File: config.mk
export PLATFORM = sky130hd
export DESIGN_NAME = serial_frame_tx
export DESIGN_NICKNAME = d
export VERILOG_FILES = /design/src/rtl/serial_frame_tx.sv
export SDC_FILE = /design/constraint.sdc
export NUM_CORES = 1
export LEC_CHECK = 0
export BUFFER_PORTS_ARGS = -buffer_cell sky130_fd_sc_hd__buf_2
export CORE_MARGIN = 1
export CORE_UTILIZATION = 45
export DETAILED_ROUTE_END_ITERATION = 8
export MAX_ROUTING_LAYER = met4
export PLACE_DENSITY = 0.75
export SYNTH_ARGS = -nofsm -noshare
export SYNTH_HDL_FRONTEND = slang
export SYNTH_SLANG_ARGS = --single-unit
File: constraint.sdc
create_clock -name clk -period 2 [get_ports clk]
set_clock_uncertainty 0.15 [all_clocks]
set_input_delay 0.1 -clock clk [delete_from_list [all_inputs] [get_ports clk]]
set_output_delay 0.1 -clock clk [all_outputs]
set_load 0.01 [all_outputs]
File: src/rtl/serial_frame_tx.sv
// -----------------------------------------------------------------------------
// serial_frame_tx
//
// Parallel-in, serial-out framed transmitter. A load request in IDLE captures
// one data word. The word then leaves on a single line as a frame:
//   start bit (0), data bits LSB first, optional even-parity bit, stop bit (1).
// Every bit is held for CLKS_PER_BIT clock cycles. frameDone pulses for one
// cycle when the stop bit ends, and the block returns to IDLE at that point.
//
// Handshake: load is a request qualified by ready. A rising clk edge with
// ready = 1 and load = 1 starts a frame. While ready = 0, load is ignored:
// nothing is queued and the frame in flight is not affected.
//
// Parameters:
//   DATA_WIDTH    data bits per frame (1..16)
//   CLKS_PER_BIT  clk cycles per serial bit (>= 1)
//   PARITY_EN     1 = append an even-parity bit after the data bits
//
// Ports:
//   clk        in   system clock, rising edge
//   asyncReset in   asynchronous, active-high reset
//   D          in   parallel word, captured on the load edge
//   load       in   transmit request
//   ready      out  1 = idle and accepting load
//   txOut      out  serial line, idles high (mark)
//   notTxOut   out  complement of txOut
//   frameDone  out  one-cycle pulse at the end of the stop bit
//   stateDbg   out  current FSM state encoding, for observation
// -----------------------------------------------------------------------------
module serial_frame_tx #(
    parameter int DATA_WIDTH   = 8,
    parameter int CLKS_PER_BIT = 4,
    parameter int PARITY_EN    = 1
) (
    input  logic                  clk,
    input  logic                  asyncReset,
    input  logic [DATA_WIDTH-1:0] D,
    input  logic                  load,
    output logic                  ready,
    output logic                  txOut,
    output logic                  notTxOut,
    output logic                  frameDone,
    output logic [2:0]            stateDbg
);

    // Counter widths stay at least one bit wide, so CLKS_PER_BIT = 1 and
    // DATA_WIDTH = 1 still give legal vectors. With CLKS_PER_BIT = 1 the
    // cycle counter stays at 0 and every cycle is a wrap.
    localparam int CW = (CLKS_PER_BIT > 1) ? $clog2(CLKS_PER_BIT) : 1;
    localparam int BW = (DATA_WIDTH > 1) ? $clog2(DATA_WIDTH) : 1;

    localparam logic [CW-1:0] CNT_LAST = CW'(CLKS_PER_BIT - 1);
    localparam logic [BW-1:0] BIT_LAST = BW'(DATA_WIDTH - 1);

    typedef enum logic [2:0] {
        S_IDLE   = 3'd0,
        S_START  = 3'd1,
        S_DATA   = 3'd2,
        S_PARITY = 3'd3,
        S_STOP   = 3'd4
    } state_t;

    state_t                state_q, state_d;
    logic [DATA_WIDTH-1:0] shift_q, shift_d;
    logic [BW-1:0]         bit_q,   bit_d;
    logic [CW-1:0]         cnt_q,   cnt_d;
    logic                  par_q,   par_d;
    logic                  done_q,  done_d;

    // The current bit ends on the edge where the cycle counter wraps.
    logic bit_end;
    assign bit_end = (cnt_q == CNT_LAST);

    // -------------------------------------------------------------------------
    // State register
    // -------------------------------------------------------------------------
    always_ff @(posedge clk or posedge asyncReset) begin
        if (asyncReset) begin
            state_q <= S_IDLE;
            shift_q <= '0;
            bit_q   <= '0;
            cnt_q   <= '0;
            par_q   <= 1'b0;
            done_q  <= 1'b0;
        end else begin
            state_q <= state_d;
            shift_q <= shift_d;
            bit_q   <= bit_d;
            cnt_q   <= cnt_d;
            par_q   <= par_d;
            done_q  <= done_d;
        end
    end

    // -------------------------------------------------------------------------
    // Next-state logic
    // -------------------------------------------------------------------------
    always_comb begin
        state_d = state_q;
        shift_d = shift_q;
        bit_d   = bit_q;
        par_d   = par_q;
        done_d  = 1'b0;

        // The cycle counter is idle at 0 and runs freely while a frame is out.
        if (state_q == S_IDLE) begin
            cnt_d = '0;
        end else if (bit_end) begin
            cnt_d = '0;
        end else begin
            cnt_d = cnt_q + 1'b1;
        end

        case (state_q)
            S_IDLE: begin
                if (load) begin
                    shift_d = D;
                    bit_d   = '0;
                    par_d   = 1'b0;
                    state_d = S_START;
                end
            end

            S_START: begin
                if (bit_end) begin
                    bit_d   = '0;
                    state_d = S_DATA;
                end
            end

            S_DATA: begin
                if (bit_end) begin
                    // The parity bit builds up from each data bit as it
                    // leaves, so it is ready by the time the data bits end.
                    par_d   = par_q ^ shift_q[0];
                    shift_d = shift_q >> 1;
                    if (bit_q == BIT_LAST) begin
                        state_d = (PARITY_EN != 0) ? S_PARITY : S_STOP;
                    end else begin
                        bit_d = bit_q + 1'b1;
                    end
                end
            end

            S_PARITY: begin
                if (bit_end) begin
                    state_d = S_STOP;
                end
            end

            S_STOP: begin
                if (bit_end) begin
                    done_d  = 1'b1;
                    state_d = S_IDLE;
                end
            end

            default: begin
                state_d = S_IDLE;
            end
        endcase
    end

    // -------------------------------------------------------------------------
    // Outputs, decoded from registered state only. They do not depend
    // combinationally on load or D, and reset forces them straight to mark.
    // -------------------------------------------------------------------------
    logic tx_line;

    always_comb begin
        tx_line = 1'b1;
        case (state_q)
            S_IDLE:   tx_line = 1'b1;
            S_START:  tx_line = 1'b0;
            S_DATA:   tx_line = shift_q[0];
            S_PARITY: tx_line = par_q;
            S_STOP:   tx_line = 1'b1;
            default:  tx_line = 1'b1;
        endcase
    end

    assign txOut     = tx_line;
    assign notTxOut  = ~tx_line;
    assign ready     = (state_q == S_IDLE);
    assign frameDone = done_q;
    assign stateDbg  = state_q;

endmodule

==> flow_metrics.py <==
metrics = {
    "routing": {
        "drtAntennaViolNets": 0,
        "via_per_inst": 5.278,
        "initialDrtViolationCount": 8,
        "dr_total_vias": 702,
        "drtPass1Iterations": 4,
        "routed_wl_um": 1851,
        "post_drt_wl_per_cell_um": 13.92,
        "drc": 0,
    },
    "cts": {
        "cts_root_buf": "clkbuf_4",
        "tritoncts": "built",
        "cts.reportedPaths.clkPinSlew_ns": 0.10,
        "cts.path.max_buffers": 2,
        "clk_latency_ns": 0.29,
        "cts_made_buffers": 3,
        "htree_levels": 1,
        "clock_sinks": 18,
    },
    "sta": {
        "tightest_slew_ns": 0.6662,
        "finalCritPeriodShare_pct": 94.68,
        "relSlewSlack_pct": 55.54,
        "max_freq_mhz": 528.1,
        "rsz0062_at_grt": "false",
        "setup_viol": 0,
        "fin_crit_ns": 1.894,
        "hold_violations": 0,
        "fin_tns_setup_ns": 0,
        "fin_ws_ns": 0.1063,
        "drv_slew": 0,
    },
    "finish": {
        "final_core_util_pct": 57.91,
        "syn_to_final_growth_pct": 21.23,
        "multi_input_area_um2": 436.7,
        "drive_above_1_share_pct": 39.62,
        "diodes": 0,
        "fill_cells": 195,
        "nets": 121,
        "regArea_um2": 450.4,
        "stdcell_count": 133,
    },
    "place": {
        "dp_slack_ns": 0.3440,
        "place_congestion": 0.8162,
        "dp_cells": 126,
        "dp_hpwl_um": 1331,
        "port-buffer-count": 17,
    },
    "global_routing": {
        "antenna_found_initial": 0,
        "grt_start_max_net_pins": 19,
        "first_global_vias": 665,
        "track_usage_pct": 19.09,
        "grt-ovfl-total": 0,
        "grt_first_pass_wirelength_um": 2870,
    },
    "run_status": {
        "run_status": "complete, no violations",
    },
    "setup_path": {
        "cp_max_fo": 12,
        "start_kind": "flip-flop",
        "reg2reg_slack_ns": 0.16,
        "r2r_start": "stateDbg[0]",
        "cp-end-kind": "output port",
        "worstPathArrival_ns": 1.64,
        "r2r_end": "shift_q[7]",
        "critPathLaunch": "stateDbg[1]",
        "setup.worst_path.end": "txOut",
        "critPathKind": "reg -> out",
        "worst_ep_required_time_ns": 1.75,
        "reg2regPathDepth": 5,
    },
    "min_path": {
        "hold_path.class": "in -> reg",
    },
    "synth": {
        "syn_inst": 82,
        "seq_area_frac_synth_pct": 48.06,
        "netlist.area_leader.share_pct": 48.06,
        "synth.avg_cell_area_um2": 11.43,
        "yosys.area.top_type": "dfrtp_1",
        "synth.net_count": 96,
        "yosys-top-cells-area": "dfrtp_1 (48%), mux2_2 (17%), ha_1 (4.0%), inv_1 (2.8%), nor2b_1 (2.7%)",
        "ys_ff_latch": 18,
        "yosys_warnings": 0,
        "post_synth_instance_area_um2": 937.1,
        "ys_types": 27,
    },
    "floorplanning": {
        "io_pins": 18,
        "fp.dieW_um": 47.64,
        "initial_core_util_pct": 47.77,
        "die_area_um2": 2269,
        "die_h_um": 47.64,
        "core_area_um2": 1962,
        "core.rowCount": 16,
    },
    "run": {
        "maxCapViolations": 0,
    },
    "power_and_ir_drop": {
        "p_leak_nw": 0.5447,
        "power.total_mw": 1.700,
        "peakVddDrop_uv": 781.2,
        "p_per_area_nw_per_um2": 1496,
    },
}
## report_power, final
| part | switching, mW | total, mW | internal (mW) |
|---|---|---|---|
| sequential | 0.130 | 0.662 | 0.533 |
| combinational | 0.402 | 0.816 | 0.414 |
| clock | 0.110 | 0.221 | 0.111 |
| total | 0.642 | 1.70 | 1.06 |
## worst min-delay path by stage
stage	start	endpoint	cells past startpoint
after floorplan	asyncReset	bit_q[0]	1
after global placement	asyncReset	shift_q[2]	2
after detailed placement	asyncReset	par_q	2
after CTS	D[0]	shift_q[0]	3
after global routing	D[5]	shift_q[5]	3
final	D[0]	shift_q[0]	3
## Yosys cell counts
library cell / instances
and3b_1: 1
and3_1: 2
a21oi_1: 1
nor2_1: 4
inv_1: 7
mux2_2: 14
o32ai_1: 1
clkbuf_1: 1
nand4_1: 2
o41ai_1: 1
nor3_1: 2
a31oi_1: 1
nor3_4: 1
a311oi_1: 1
o311a_1: 1
mux2i_1: 2
o2bb2ai_1: 1
xnor2_1: 1
buf_2: 3
buf_4: 1
o21ai_0: 3
nand2_1: 3
dfrtp_1: 18
a311o_1: 1
a32oi_1: 2
nor2b_1: 4
ha_1: 3
## logic make-up after synthesis
kind of cell / Yosys count / synth area share (%)
flip-flops: 18 / 48.06
XOR/XNOR: 1 / 0.9348
adder cells (fa/ha/maj): 3 / 4.006
multiplexers: 16 / 18.96
AO/OA/AOI/OAI: 13 / 10.55
AND/OR/NAND/NOR: 19 / 11.88
buffers and inverters: 12 / 5.607
## area by class of cell
class | instances | area share [%]
multi-input cells | 52 | 38.44
inverters | 7 | 2.313
repair buffers | 25 | 13.44
flip-flops and latches | 18 | 39.65
clock buffers | 4 | 3.194
well taps | 27 | 2.974
## through the flow
stage | hold slack, ns | area, um2
after floorplan | -0.1114 | 937.1
after global placement | 0.08204 | 1067
after detailed placement | 0.09031 | 1067
after CTS | 0.01236 | 1134
after global routing | 0.02395 | 1136
final | 0.01302 | 1136
## critical path: stages (launching register included)
cell	delay [ns]
dfrtp_1	0.40
buf_4	0.19
nor2b_1	0.20
nor2_1	0.08
a311o_1	0.34
buf_2	0.15
## registers in the layout, indices dropped and copies added (netlist names)
signal and flops:
stateDbg 3, bit_q 3, frameDone 1, shift_q 8, par_q 1, cnt_q 2
## metal layers
metal / vias up / track usage (%) / share of wire [%]
met3: 5 / 2.264 / 3.7
met2: 19 / 31.51 / 50
met5: - / - / 0
li1: 343 / - / -
met1: 335 / 24.23 / 45
met4: 0 / 6.667 / 1.4
## cell usage in the layout (no fill, tap or decap), drive strengths merged, types with 2 or more instances in the layout
cell type,n
a32oi,2
and3,2
buf,22
clkbuf,4
dfrtp,18
dlygate4sd3,3
ha,3
inv,7
mux2,14
mux2i,2
nand2,3
nand4,2
nor2,4
nor2b,4
nor3,3
o21ai,3
## timing repair
item                                    4_1_cts  5_1_grt
hold buffers                                  3        0
resized for setup                             0        1
setup buffers                                 0        0
endpoints found under the hold margin        19        0
endpoints found under the setup margin        0        1
Power figures use the tool's default switching activity.
